## src/rtl/wisc_pipe_pkg.sv

```systemverilog
// Shared pipeline definitions: controller states, the zero register and
// forwarding select encodings.
package wisc_pipe_pkg;

    typedef enum logic [1:0] {
        RUN   = 2'd0,
        IMISS = 2'd1,
        DMISS = 2'd2
    } pipe_state_e;

    localparam logic [3:0] REG_ZERO = 4'h0;

    localparam logic [1:0] FWD_EX   = 2'b10;
    localparam logic [1:0] FWD_MEM  = 2'b01;
    localparam logic [1:0] FWD_NONE = 2'b00;

    // A producer only conflicts with a consumer when it names a real register.
    function automatic logic reg_match(input logic [3:0] producer, input logic [3:0] consumer);
        return (producer != REG_ZERO) && (producer == consumer);
    endfunction

endpackage

```

## src/rtl/hazard_detect.sv

```systemverilog
// Combinational load-use and branch-operand hazard decode for the ID stage.
// Optional feature: MEM_MEM_FWD_EN waives the store-data (rt-only) load-use stall.
module hazard_detect
    import wisc_pipe_pkg::*;
(
    input  logic [3:0] if_id_rs,
    input  logic [3:0] if_id_rt,
    input  logic       if_id_branch,
    input  logic       if_id_store,
    input  logic [3:0] id_ex_rd,
    input  logic       id_ex_write_reg,
    input  logic       id_ex_mem_read,
    input  logic [3:0] ex_mem_rd,
    input  logic       ex_mem_write_reg,
    output logic       load_use,
    output logic       branch_haz
);

`ifdef MEM_MEM_FWD_EN
    localparam logic MEM_FWD = 1'b1;
`else
    localparam logic MEM_FWD = 1'b0;
`endif

    logic rs_hit;
    logic rt_hit;
    logic rt_waived;
    logic br_ex_hit;
    logic br_mem_hit;

    always_comb begin
        rs_hit     = reg_match(id_ex_rd, if_id_rs);
        rt_hit     = reg_match(id_ex_rd, if_id_rt);
        // Store data can be forwarded MEM->MEM, so only an address (rs) use must wait.
        rt_waived  = MEM_FWD && if_id_store && !rs_hit;
        load_use   = id_ex_mem_read && (rs_hit || (rt_hit && !rt_waived));
        br_ex_hit  = id_ex_write_reg  && reg_match(id_ex_rd,  if_id_rs);
        br_mem_hit = ex_mem_write_reg && reg_match(ex_mem_rd, if_id_rs);
        branch_haz = if_id_branch && (br_ex_hit || br_mem_hit);
    end

endmodule

```

## src/rtl/hazard_ctrl.sv

```systemverilog
// Pipeline hazard controller: cache-miss sequencing FSM, stall/flush muxing
// and saturating stall-cycle counter. Optional feature macro: MEM_MEM_FWD_EN.
module hazard_ctrl
    import wisc_pipe_pkg::*;
(
    input  logic        clk,
    input  logic        rst,
    input  logic [3:0]  if_id_rs,
    input  logic [3:0]  if_id_rt,
    input  logic        if_id_branch,
    input  logic        if_id_store,
    input  logic [3:0]  id_ex_rd,
    input  logic        id_ex_write_reg,
    input  logic        id_ex_mem_read,
    input  logic [3:0]  ex_mem_rd,
    input  logic        ex_mem_write_reg,
    input  logic        branch_taken,
    input  logic        icache_miss,
    input  logic        dcache_miss,
    input  logic        mem_ready,
    output logic        pc_stall,
    output logic        if_id_stall,
    output logic        id_ex_stall,
    output logic        ex_mem_stall,
    output logic        if_id_flush,
    output logic        id_ex_flush,
    output logic        mem_wb_flush,
    output logic        mem_sel,
    output logic [15:0] stall_cycles
);

    pipe_state_e state_q, state_d;
    logic [15:0] stall_cycles_q, stall_cycles_d;
    logic        load_use;
    logic        branch_haz;
    logic        hz_stall;

    hazard_detect u_hazard_detect (
        .if_id_rs         (if_id_rs),
        .if_id_rt         (if_id_rt),
        .if_id_branch     (if_id_branch),
        .if_id_store      (if_id_store),
        .id_ex_rd         (id_ex_rd),
        .id_ex_write_reg  (id_ex_write_reg),
        .id_ex_mem_read   (id_ex_mem_read),
        .ex_mem_rd        (ex_mem_rd),
        .ex_mem_write_reg (ex_mem_write_reg),
        .load_use         (load_use),
        .branch_haz       (branch_haz)
    );

    assign hz_stall = load_use || branch_haz;

    always_ff @(posedge clk or posedge rst) begin
        if (rst) begin
            state_q        <= RUN;
            stall_cycles_q <= 16'h0000;
        end else begin
            state_q        <= state_d;
            stall_cycles_q <= stall_cycles_d;
        end
    end

    always_comb begin
        state_d      = state_q;
        pc_stall     = 1'b0;
        if_id_stall  = 1'b0;
        id_ex_stall  = 1'b0;
        ex_mem_stall = 1'b0;
        if_id_flush  = 1'b0;
        id_ex_flush  = 1'b0;
        mem_wb_flush = 1'b0;
        mem_sel      = 1'b0;

        case (state_q)
            RUN: begin
                if (hz_stall) begin
                    pc_stall    = 1'b1;
                    if_id_stall = 1'b1;
                    id_ex_flush = 1'b1;
                end else if (branch_taken) begin
                    if_id_flush = 1'b1;
                end
                if (dcache_miss) begin
                    state_d = DMISS;
                end else if (icache_miss) begin
                    state_d = IMISS;
                end
            end
            DMISS: begin
                pc_stall     = 1'b1;
                if_id_stall  = 1'b1;
                id_ex_stall  = 1'b1;
                ex_mem_stall = 1'b1;
                mem_wb_flush = 1'b1;
                mem_sel      = 1'b1;
                if (mem_ready) begin
                    state_d = icache_miss ? IMISS : RUN;
                end
            end
            IMISS: begin
                pc_stall    = 1'b1;
                if_id_flush = 1'b1;
                // A data miss raised mid-ifetch freezes the back end but waits for the port.
                if (dcache_miss) begin
                    if_id_stall  = 1'b1;
                    id_ex_stall  = 1'b1;
                    ex_mem_stall = 1'b1;
                    mem_wb_flush = 1'b1;
                end
                if (mem_ready) begin
                    state_d = dcache_miss ? DMISS : RUN;
                end
            end
            default: begin
                state_d = RUN;
            end
        endcase

        if (rst) begin
            pc_stall     = 1'b0;
            if_id_stall  = 1'b0;
            id_ex_stall  = 1'b0;
            ex_mem_stall = 1'b0;
            if_id_flush  = 1'b0;
            id_ex_flush  = 1'b0;
            mem_wb_flush = 1'b0;
            mem_sel      = 1'b0;
        end
    end

    always_comb begin
        stall_cycles_d = stall_cycles_q;
        if (pc_stall && (stall_cycles_q != 16'hFFFF)) begin
            stall_cycles_d = stall_cycles_q + 16'd1;
        end
    end

    assign stall_cycles = stall_cycles_q;

endmodule

```

## config.mk

```make
export PLATFORM = sky130hd
export DESIGN_NAME = hazard_ctrl
export DESIGN_NICKNAME = d
export VERILOG_FILES = /design/src/rtl/wisc_pipe_pkg.sv /design/src/rtl/hazard_detect.sv /design/src/rtl/hazard_ctrl.sv
export SDC_FILE = /design/constraint.sdc
export NUM_CORES = 1
export LEC_CHECK = 0
export ABC_AREA = 1
export CAP_MARGIN = 10
export CELL_PAD_IN_SITES_DETAIL_PLACEMENT = 1
export CELL_PAD_IN_SITES_GLOBAL_PLACEMENT = 1
export CORE_ASPECT_RATIO = 1.1
export CORE_MARGIN = 2
export CORE_UTILIZATION = 25
export CTS_CLUSTER_SIZE = 12
export DETAILED_ROUTE_END_ITERATION = 10
export PLACE_DENSITY = 0.7
export SLEW_MARGIN = 0
export SYNTH_ARGS = -nofsm -noshare
export SYNTH_HDL_FRONTEND = slang
export SYNTH_SLANG_ARGS = --single-unit
```

## constraint.sdc

```tcl
create_clock -name clk -period 1.95 [get_ports clk]
set_input_delay 0.2925 -clock clk [delete_from_list [all_inputs] [get_ports clk]]
set_output_delay 0.2925 -clock clk [all_outputs]
set_load 0.005 [all_outputs]
```

* Yosys cells after proc, flatten, opt, wreduce, memory -nomap -nowiden *
Index checks and enable logic that the tools add are counted.

word-level totals
  bits in latches = 0
  bits of input ports = 27
  memory bits (read-only) = 0
  word-level logic and storage cells = 51
  memories = 0
  register bits after elaboration = 18
  bits in writable memories = 0
  output and inout bits = 24

cells by class
  shift-type cells = 0
  order comparisons = 0
  reduce and logical (&&, ||, !) cells = 16
  div/mod/pow operators = 0
  bitwise logic cells = 0
  $mul = 0
  equal/unequal tests = 9
  multiplexer cells = 23
  $add $sub $neg = 1

operator list
  cell                                            count
  adder 16 x 1 -> 16 bit (second input constant)  1
  != test 16 bit (second input constant)          1
  two-way mux 1 bit                               13
  == test 4 bit                                   3
  two-way mux 2 bit                               5
  logical AND 1 bit                               8
  nonzero test 4 bit                              2
  one-hot mux 1 bit (2 select lines)              3
  one-hot mux 2 bit (3 select lines)              1
  != test 2 bit (second input constant)           2
  logical OR 1 bit                                3
  != test 3 bit (second input constant)           1
  one-hot mux 1 bit (3 select lines)              1
  AND reduction 3 bit                             1
  == test 2 x 1 -> 1 bit (second input constant)  1
  == test 2 bit (second input constant)           1
  logical NOT 2 bit                               1
  OR reduction 2 bit                              1

* Longest topological paths before layout *
Gate-level depths: netlist of run 1.

  depth in word-level cells = 10
  gate-level depth with buffers = 14
  gate-level depth less buffers = 13

* Cells and area by module *
From an unflattened synthesis of run 1, not the netlist that was laid out.

second synthesis, totals
  cell total of the unflattened synthesis = 241
  area, all modules = 1591.5 sq um

by module, submodules not included
  module         area each (sq um)  seq. area each (sq um)  cells each  times used
  hazard_ctrl    1358.8             450.4                   195         1
  hazard_detect  232.7              0.0                     46          1

* Least setup slack after synthesis of run 1 *
Ideal clock, no wire load.

  path type = reg2reg
  from = register stall_cycles_q[0], in the netlist stall_cycles[0]
  to = register stall_cycles_q[14], in the netlist stall_cycles[14]
  path slack = 0.271 ns
  library setup time = 0.117 ns
  data required time = 1.833 ns
  period minus slack after synthesis = 1.679 ns
  data arrival time = 1.562 ns
  stages on the path, launching flop included = 13
  path buffers = 1
  cells stage by stage = dfrtp_1 > ha_1 > nand2_1 > nor2_2 > nand2_2 > nor2_4 > nand3_2 > buf_6 > nand2_1 > nor3_1 > nand3_2 > nand2_1 > nand2_1

on the way
  longest elaborated chain between the ends = 2
  elaborated cells between the ends (all ways) = 3
  classes of those cells = 1 x add/sub; 1 x eq/ne; 1 x reduce/logical

RTL lines
  item                                                                            line               source
  start: declaration                                                              hazard_ctrl.sv:33  logic [15:0] stall_cycles_q, stall_cycles_d;
  start signal: assignment                                                        hazard_ctrl.sv:60  stall_cycles_q <= stall_cycles_d;
  parallel branches: the longest is 2 deep, another holds adder 16 x 1 -> 16 bit  -

Several ways; the timed one is not identified.
A chain may end at the register's enable or synchronous reset.

* Final worst setup path of run 1 *
  from = register state_q[0]
  to = output mem_wb_flush

on the way
  longest elaborated chain between the ends = 3
  elaborated cells between the ends (all ways) = 4
  classes of those cells = 2 x eq/ne; 2 x mux

RTL lines
  item                                                     line                source
  start: declaration                                       hazard_ctrl.sv:32   pipe_state_e state_q, state_d;
  start signal: assignment                                 hazard_ctrl.sv:59   state_q <= state_d;
  == test 2 x 1 -> 1 bit or == test 2 bit (tied branches)  hazard_ctrl.sv:75   case (state_q)
  one-hot mux 1 bit (2 select lines) (*)                   hazard_ctrl.sv:75
  two-way mux 1 bit (*)                                    hazard_ctrl.sv:120  if (rst) begin
  end: declaration                                         hazard_ctrl.sv:27   output logic mem_wb_flush,

Mark *: on every way between the ends. The rest lies on a longest branch, timed or not.

==> flow_metrics.tcl, run 1 <==
set metrics [dict create \
    syn2layout_area_growth_pct 42.41 \
    synth_cell_types 34 \
    synth_top_family_by_area "simple AND/OR/NAND/NOR gates" \
    fill_cells 770 \
    htree_levels 1 \
    port_buffers 49 \
    synth_fp_nets 248 \
    cts_buffers 3 \
    crit_required_ns 1.66 \
    first_pass_iters 4 \
    drt-vias-per-instance 4.557 \
    syn_area_mm2 0.001558 \
    antenna_cells 0 \
    grt_usage_pct 13.63 \
    first_global_vias 1652 \
    synth-xor-area-share_pct 6.747 \
    synthMuxAreaShare_pct 0 \
    critical_path.endpoint "mem_wb_flush" \
    die-area_mm2 0.006879 \
    fin_util_pct 36.48 \
    fin_tns_setup_ns 0 \
    setup_viol 0 \
    clock_path_buffers 2 \
    hold_viol 0 \
    die_w_um 79.27 \
    synth_flop_cell "dfrtp_1" \
    worstPathMaxFanout 3 \
    die_y_um 86.79 \
    routed_wl_um 4463 \
    grt_max_degree 27 \
    rows 30 \
    coreArea_mm2 0.006081 \
    clk_root_buffer_cell "clkbuf_8" \
    drc 0 \
    async_flop_share_pct 100.0 \
    synth.area.top_cells "dfrtp_1 29%, nand2_1 14%, nand4_1 8.4%" \
    powerDensity_mw_per_mm2 866.6 \
    timing.final.crit_share_pct 94.11 \
    clkSlewWorstSetupHoldPaths_ns 0.07 \
    gr-max-usage-layer "met2" \
    synth-edff-count 0 \
    vdd_drop_max_mv 0.4866 \
    rsz0062_at_grt "yes" \
    cap_violations 0 \
    p_leak_nw 1.092 \
    tightestPinTransition_ns 0.5319 \
    synth_warnings 0 \
    period_needed_ns 1.835 \
    cp-end-kind "output pin" \
    grt_pass1_wl_um 7665 \
    synth_cells 216 \
    avgRoutedWirePerCell_um 12.68 \
    drv_slew 0 \
    vias 1604 \
    crit_start "state_q[0]$_DFFE_PP0P_" \
    total_power_mw 1.922 \
    synth_top_area_cell "dfrtp_1" \
    synthSimpleGateAreaFrac_pct 43.78 \
    finalClockSkew_ns 0.004463 \
    antenna_found_initial 0 \
    clock_latency_ns 0.26 \
    clock_sink_count 18 \
    io_pins 51 \
    clock.fmax_ghz 0.5449 \
    hold_path_class "reg -> reg" \
    drt_iter0_drc 72 \
    synth.avg_cell_area_um2 7.212 \
    start_util_pct 25.62 \
    ff2ff_path_depth 10 \
    overflow 0 \
    nets 305 \
    antenna_left 0 \
    r2r_start "stall_cycles[0]$_DFFE_PP0P_" \
    yosysTopAreaCellShare_pct 28.92 \
    r2r_slack_ns 0.15 \
    critical_path_arrival_ns 1.54 \
    worst_setup_path_start_kind "flop" \
    r2r-end "stall_cycles[11]$_DFFE_PP0P_" \
    synth_seq_cells 18 \
    max_slew_margin_pct 64.21 \
    multi_input_area_um2 964.7 \
    cts_tree "built" \
    hpwl_um 3431 \
    ys_seq_area_share_pct 28.92 \
    place_congestion 0.7140 \
    synth_compound_area_share_pct 4.016 \
    drive_gt1_share_pct 21.32 \
    grt_util_met3_pct 1.771 \
    regArea_um2 450.4 \
    path_class "reg -> out" \
    synth_adder_area_share_pct 4.016 \
    status "finished, final reports clean" \
    globalRouteMet1Util_pct 18.67 \
    fin_hold_ws_ns 0.5068 \
    grt_util_met2_pct 22.11 \
]
-- cells by family (layout without fill, tap and decap cells) --
group           count (synthesis)  count (layout)
compound gates                 11              11
buf+inv                        40              96
simple gates                  130             130
xor+xnor                       12              12
fa+ha+maj                       5               5
flops                          18              18
-- where the power goes --
| part | switching [mW] | internal, mW | leakage (nW) | total [mW] |
|---|---|---|---|---|
| registers | 0.0649 | 0.439 | 0.244 | 0.504 |
| clock network | 0.133 | 0.180 | 0.0288 | 0.313 |
| logic | 0.618 | 0.488 | 0.819 | 1.11 |
-- cell usage after synthesis, types with 4 or more instances --
cell     number
nand2_1      59
inv_1        31
nand4_1      21
dfrtp_1      18
nand3_1      13
nor2_1       12
xor2_1       10
a21oi_1       5
ha_1          5
nor3_1        5
nand2_2       4
nand3_2       4
nor2_2        4
-- flip-flops by register name (all words and copies together) (netlist names) --
signal        flops
state_q           2
stall_cycles     16
-- cells in the final DEF, fill, tap and decap left out, types with 4 or more instances in the layout --
master	instances
nand2_2	5
nand3_2	4
clkdlybuf4s50_1	24
inv_2	4
xor2_1	10
dlymetal6s2s_1	5
buf_4	11
clkbuf_2	7
clkdlybuf4s15_1	4
dfrtp_1	18
dlygate4sd2_1	6
nor2_1	11
inv_1	28
clkbuf_8	4
a21oi_1	4
nand3_1	13
nand4_1	21
nand2_1	58
nor2_2	5
-- stage by stage --
step | instance area (um^2) | cells | setup WS, ns
after global placement | 2141 | 346 | -0.5675
final | 2218 | 352 | 0.1149
after CTS | 2190 | 351 | -0.02537
after floorplan | 1558 | 216 | 0.2711
after global routing | 2218 | 352 | -0.01046
after detailed placement | 2141 | 346 | -0.6403
-- worst min path at each step --
stage | startpoint | endpoint | depth (start not counted)
6_report | stall_cycles[3]$_DFFE_PP0P_ | stall_cycles[3]$_DFFE_PP0P_ | 2
5_1_grt | stall_cycles[3]$_DFFE_PP0P_ | stall_cycles[3]$_DFFE_PP0P_ | 2
4_1_cts | stall_cycles[3]$_DFFE_PP0P_ | stall_cycles[3]$_DFFE_PP0P_ | 2
3_5_place_dp | stall_cycles[3]$_DFFE_PP0P_ | stall_cycles[3]$_DFFE_PP0P_ | 2
3_3_place_gp | stall_cycles[3]$_DFFE_PP0P_ | stall_cycles[3]$_DFFE_PP0P_ | 2
2_1_floorplan | rst | stall_cycles[0]$_DFFE_PP0P_ | 2
-- area by class of cell --
type	count	area share, %
Clock buffer	4	2.482
Inverter	32	5.415
Timing Repair Buffer	60	23.80
Tap cell	80	4.512
Multi-Input combinational cell	158	43.49
Sequential cell	18	20.30
-- what timing repair did --
action,in CTS,in global routing
pin swaps,12,15
setup endpoints to repair,23,19
gates resized for setup,36,32
hold buffers,0,0
buffers inserted,1,1
-- worst max-delay path, cell delays in order (launching register included) --
cell and delay, ns:
dfrtp_1 0.39, buf_4 0.14, ha_2 0.20, a21oi_4 0.17, nor3_2 0.06, buf_4 0.13, clkdlybuf4s15_1 0.19
-- per-layer routing --
layer / vias to the layer above / routed length (um) / share of wire, %
li1: 813 / - / -
met1: 750 / 2145 / 48
met2: 37 / 2074 / 46
met3: 4 / 186 / 4.2
met4: 0 / 56 / 1.3
met5: - / 0 / 0
Power figures use the tool's default switching activity.
==> run 2: changes to the inputs <==
Clock period 1.95 ns to 1.98 ns, I/O delays scaled along.
==> run 2 against run 1 <==
Global-route usage increased by 0.67 points. Die area unchanged. Critical path type unchanged. Core utilization shrank 0.82 points. Largest power group unchanged. Highest routed layer unchanged.
==> flow_metrics.tcl, run 2 (same netlist as run 1, synthesis figures left out) <==
set metrics [dict create \
    drv_slew 0 \
    critical_path_arrival_ns 1.60 \
    ctsHoldBuffers 0 \
    fin_tns_setup_ns 0 \
    cts_buffers 3 \
    clock.fmax_ghz 0.5279 \
    routed_wl_um 4607 \
    coreArea_mm2 0.006081 \
    seqPwrFrac_pct 27.5 \
    htree_levels 1 \
    antenna_cells 0 \
    fill_cells 766 \
    hpwl_um 3495 \
    die_y_um 86.79 \
    worstPathMaxFanout 3 \
    place_congestion 0.7402 \
    finalClockSkew_ns 0.002721 \
    largest_reg_flops 16 \
    first_pass_iters 4 \
    drt_iter0_drc 47 \
    status "finished, final reports clean" \
    hold_viol 0 \
    vias 1599 \
    total_power_mw 1.833 \
    start_util_pct 25.62 \
    clockPowerShare_pct 16.9 \
    worst_setup_path_start_kind "flop" \
    grt_max_degree 27 \
    grt_usage_pct 14.30 \
    rows 30 \
    vdd_drop_max_mv 0.4090 \
    ff2ff_path_depth 10 \
    period_needed_ns 1.894 \
    critical_path.endpoint "id_ex_stall" \
    drt-vias-per-instance 4.595 \
    avgRoutedWirePerCell_um 13.24 \
    r2r_slack_ns 0.17 \
    cp-end-kind "output pin" \
    final_cell_mix "59 x nand2_1, 29 x inv_1, 24 x clkdlybuf4s50_1, 21 x nand4_1, 18 x dfrtp_1" \
    clock_path_buffers 2 \
    cts_tree "built" \
    switching_share_pct 43.29 \
    drive_gt1_share_pct 18.28 \
    p_switching_mw 0.7935 \
    die-area_mm2 0.006879 \
    antenna_found_initial 0 \
    setup_viol 0 \
    fin_util_pct 35.66 \
    clk_root_buffer_cell "clkbuf_8" \
    cap_violations 0 \
    tightestPinTransition_ns 0.5000 \
    cts_setup_buffers 0 \
    timing.final.crit_share_pct 95.67 \
    crit_start "state_q[1]$_DFFE_PP0P_" \
    max_slew_margin_pct 66.36 \
    grt_pass1_wl_um 7935 \
    final_common_cell "nand2_1" \
    clkSlewWorstSetupHoldPaths_ns 0.07 \
    fin_hold_ws_ns 0.5146 \
    r2r_start "stall_cycles[0]$_DFFE_PP0P_" \
    r2r-end "stall_cycles[5]$_DFFE_PP0P_" \
    drc 0 \
    power_frac_comb_pct 55.6 \
    syn2layout_area_growth_pct 39.20 \
    path_class "reg -> out" \
    io_pins 51 \
    rsz0062_at_grt "no" \
    p_leak_nw 1.118 \
    crit_required_ns 1.68 \
    overflow 0 \
    antenna_left 0 \
    clock_sink_count 18 \
    first_global_vias 1669 \
    port_buffers 49 \
    hold_path_class "reg -> reg" \
    intPower_mw 1.039 \
    powerDensity_mw_per_mm2 845.3 \
    clock_latency_ns 0.26 \
    nets 301 \
    die_w_um 79.27 \
]
==> run 2: cell types whose count changed in the layout (fill, tap and decap cells not counted), moves of 2 or more <==
cell             previous run  this run
buf_4                      11         7
ha_2                        2         0
clkdlybuf4s15_1             4         1
ha_1                        2         5
dlygate4sd2_1               6         3
dlymetal6s2s_1              5        10
==> run 2: per-stage QoR <==
stage | instance area [um^2] | std cells | setup WS, ns
floorplan | 1558 | 216 | 0.3011
detailed placement | 2126 | 344 | -0.5910
finish | 2168 | 348 | 0.08576
CTS | 2160 | 348 | -0.02959
global route | 2168 | 348 | 0.004119
global placement | 2126 | 344 | -0.5480
==> run 2: worst max-delay path, stage by stage, from the launching register on <==
cell and delay [ns]:
dfrtp_1 0.39, buf_4 0.15, ha_1 0.19, a21oi_1 0.26
nor3_2 0.09, dlygate4sd2_1 0.27
==> run 2: per-layer routing <==
layer / vias up / GRT usage, % / routed length [um]
met1: 745 / 20.06 / 2248
met4: 0 / 2.978 / 61
met3: 6 / 3.229 / 210
li1: 810 / - / -
met2: 38 / 22.57 / 2087
met5: - / 0 / 0
==> run 2: final cells by class <==
cell class                      count  area, um^2  share of cell area, %
Tap cell                           80       100.1                  4.616
Timing Repair Buffer               56       509.2                  23.49
Inverter                           32       120.1                  5.540
Sequential cell                    18       450.4                  20.77
Multi-Input combinational cell    158       933.4                  43.05
Clock buffer                        4       55.05                  2.539
==> run 2: repair_timing <==
item	in CTS	in global routing
hold endpoints to repair	0	0
pin swaps	10	12
endpoints found under the setup margin	21	21
gates resized for setup	32	29
==> run 2: power groups by stage <==
stage	sequential, mW	combinational (mW)	clock (mW)
6_report	0.504	1.02	0.309
5_1_grt	0.512	1.15	0.339
4_1_cts	0.502	1.03	0.330
3_5_place_dp	0.507	1.05	0
3_3_place_gp	0.504	1.03	0
2_1_floorplan	0.503	0.738	0
==> run 2: worst min path at each step <==
stage | startpoint | to | slack, ns | cells after the start
after detailed placement | stall_cycles[3]$_DFFE_PP0P_ | stall_cycles[3]$_DFFE_PP0P_ | 0.50 | 2
final | stall_cycles[3]$_DFFE_PP0P_ | stall_cycles[3]$_DFFE_PP0P_ | 0.51 | 2
after CTS | rst | stall_cycles[13]$_DFFE_PP0P_ | 0.52 | 3
after floorplan | rst | stall_cycles[0]$_DFFE_PP0P_ | 0.42 | 2
after global placement | stall_cycles[3]$_DFFE_PP0P_ | stall_cycles[3]$_DFFE_PP0P_ | 0.48 | 2
after global routing | rst | stall_cycles[10]$_DFFE_PP0P_ | 0.55 | 3
==> run 3: changes to the inputs <==
==> constraint.sdc (replaced) <==
create_clock -name clk -period 1.98 [get_ports clk]
set_input_delay 0.396 -clock clk [delete_from_list [all_inputs] [get_ports clk]]
set_output_delay 0.396 -clock clk [all_outputs]
set_load 0.005 [all_outputs]
==> run 3 against run 2 <==
Critical path depth rose by 7. Clock power is essentially flat. Flip-flop and latch count did not move. Setup slack worse by 0.0087 ns. Die area unchanged. Fmax is 0.46% lower. Register-to-register slack about the same. Global-route usage fell by 0.85 points. First-iteration DRC count decreased by 4.3%. Largest power group unchanged.
==> flow_metrics.tcl, run 3 (same netlist as run 1, synthesis figures left out) <==
set metrics [dict create \
    drc 0 \
    drt-vias-per-instance 4.548 \
    regArea_um2 450.4 \
    cp-end-kind "output pin" \
    cts_buffers 3 \
    start_util_pct 25.62 \
    crit_family "simple AND/OR/NAND/NOR gates" \
    max_slew_margin_pct 67.49 \
    status "finished, final reports clean" \
    antenna_cells 0 \
    clkSlewWorstSetupHoldPaths_ns 0.08 \
    vias 1619 \
    grt_max_degree 27 \
    antenna_found_initial 0 \
    fin_util_pct 36.65 \
    clock_latency_ns 0.26 \
    timing.final.crit_share_pct 96.11 \
    place_congestion 0.7576 \
    cap_violations 0 \
    multi_input_area_um2 979.7 \
    fill_cells 765 \
    crit_required_ns 1.58 \
    avgRoutedWirePerCell_um 12.90 \
    hold_path_class "in -> async" \
    first_global_vias 1603 \
    syn2layout_area_growth_pct 43.05 \
    setup_slack_ns 0.07705 \
    clock_sink_count 18 \
    worstPathCellList "dlygate4sd2_1 -> xor2_1 -> nor2_1 -> nand3_1 -> nand2_1 -> nand2_2 -> nand2_2 -> nand2_4 -> nand2_8 -> nand2_2 -> nor2_1 -> buf_2" \
    first_pass_iters 4 \
    wl_met3_um 180 \
    hold_viol 0 \
    slowest_stage "dlygate4sd2_1" \
    clk_root_buffer_cell "clkbuf_8" \
    largest_reg_flops 16 \
    coreArea_mm2 0.006081 \
    vdd_drop_max_mv 0.4394 \
    fin_tns_setup_ns 0 \
    hpwl_um 3430 \
    wl_met1_um 2140 \
    finalClockSkew_ns 0.005328 \
    cts_tree "built" \
    rows 30 \
    period_needed_ns 1.903 \
    topRoutingLayerUsed "met4" \
    critical_path_arrival_ns 1.51 \
    die_w_um 79.27 \
    htree_levels 1 \
    clock_path_buffers 2 \
    port_buffers 49 \
    grt_usage_pct 13.46 \
    die_y_um 86.79 \
    drive_gt1_share_pct 26.45 \
    setup_viol 0 \
    path_class "in -> out" \
    final_cells 356 \
    crit_path_frequent_cell "nand2_2" \
    final_common_cell "nand2_1" \
    dp.cells 348 \
    io_pins 51 \
    crit_buf_inv 2 \
    final_cell_mix "58 x nand2_1, 23 x inv_1, 21 x nand4_1, 21 x clkdlybuf4s50_1, 18 x dfrtp_1" \
    max_stage_delay_ns 0.24 \
    wl_met2_um 2252 \
    drv_slew 0 \
    total_power_mw 2.046 \
    p_leak_nw 1.071 \
    grt_pass1_wl_um 7569 \
    antenna_left 0 \
    drt_iter0_drc 45 \
    die-area_mm2 0.006879 \
    clock.fmax_ghz 0.5255 \
    powerDensity_mw_per_mm2 918.1 \
    tightestPinTransition_ns 0.4832 \
    worstPathMaxFanout 3 \
    overflow 0 \
    rsz0062_at_grt "yes" \
    post-place-ws_ns -0.8164 \
    nets 309 \
    worst_setup_path_start_kind "input pin" \
    routed_wl_um 4593 \
]
run 3: cell types whose count changed in the layout (fill, tap and decap cells not counted), moves of 2 or more:
cell	previous run	this run
ha_1	5	2
dlymetal6s2s_1	10	1
inv_1	29	23
clkdlybuf4s50_1	24	21
buf_4	7	17
inv_2	3	9
ha_4	0	3
dlygate4sd2_1	3	7
buf_2	4	8
clkdlybuf4s15_1	1	3
run 3: tightest hold or removal path, cell delays in order:
cell and delay (ns):
dlygate4sd2_1 0.29, buf_4 0.15, inv_1 0.04, buf_4 0.25
run 3: what timing repair did:
action / in CTS / in global routing
pin swaps: 20 / 20
hold endpoints to repair: 0 / 0
buffers inserted: 1 / 3
hold buffers: 0 / 0
resized for setup: 80 / 23
setup endpoints to repair: 24 / 7
run 3: area by class of cell:
| type | instances | share of cell area, % |
|---|---|---|
| Clock buffer | 4 | 2.471 |
| Tap cell | 80 | 4.492 |
| Sequential cell | 18 | 20.21 |
| Inverter | 32 | 5.390 |
| Multi-Input combinational cell | 158 | 43.96 |
| Timing Repair Buffer | 64 | 23.47 |
run 3: final timing paths:
| kind | startpoint | depth (start not counted) | slack [ns] | end |
|---|---|---|---|---|
| hold / removal | rst | 4 | 0.49 | stall_cycles[13]$_DFFE_PP0P_ |
| max in group asynchronous | rst | 4 | 1.27 | stall_cycles[5]$_DFFE_PP0P_ |
| hold reg to reg | stall_cycles[15]$_DFFE_PP0P_ | 2 | 0.51 | stall_cycles[15]$_DFFE_PP0P_ |
| setup reg to reg | stall_cycles[0]$_DFFE_PP0P_ | 11 | 0.18 | stall_cycles[9]$_DFFE_PP0P_ |
| min in group clk | stall_cycles[15]$_DFFE_PP0P_ | 2 | 0.51 | stall_cycles[15]$_DFFE_PP0P_ |
| setup / recovery | if_id_rt[1] | 12 | 0.08 | pc_stall |
run 3: stage by stage:
step	cell area (um^2)	hold WS (ns)
floorplan	1558	0.4843
CTS	2192	0.4956
global route	2228	0.5277
finish	2228	0.4945
detailed placement	2156	0.5010
global placement	2156	0.4838
run 3: power by group:
part	switching (mW)	internal (mW)	total (mW)	leakage (nW)
combinational	0.668	0.565	1.23	0.798
clock	0.135	0.177	0.312	0.0288
sequential	0.0687	0.432	0.501	0.244
run 3: routing by layer:
layer | global-route usage (%) | vias to the layer above
met2 | 22.42 | 34
met5 | 0 | -
met4 | 1.881 | 0
li1 | - | 823
met3 | 2.500 | 2
met1 | 18.60 | 760
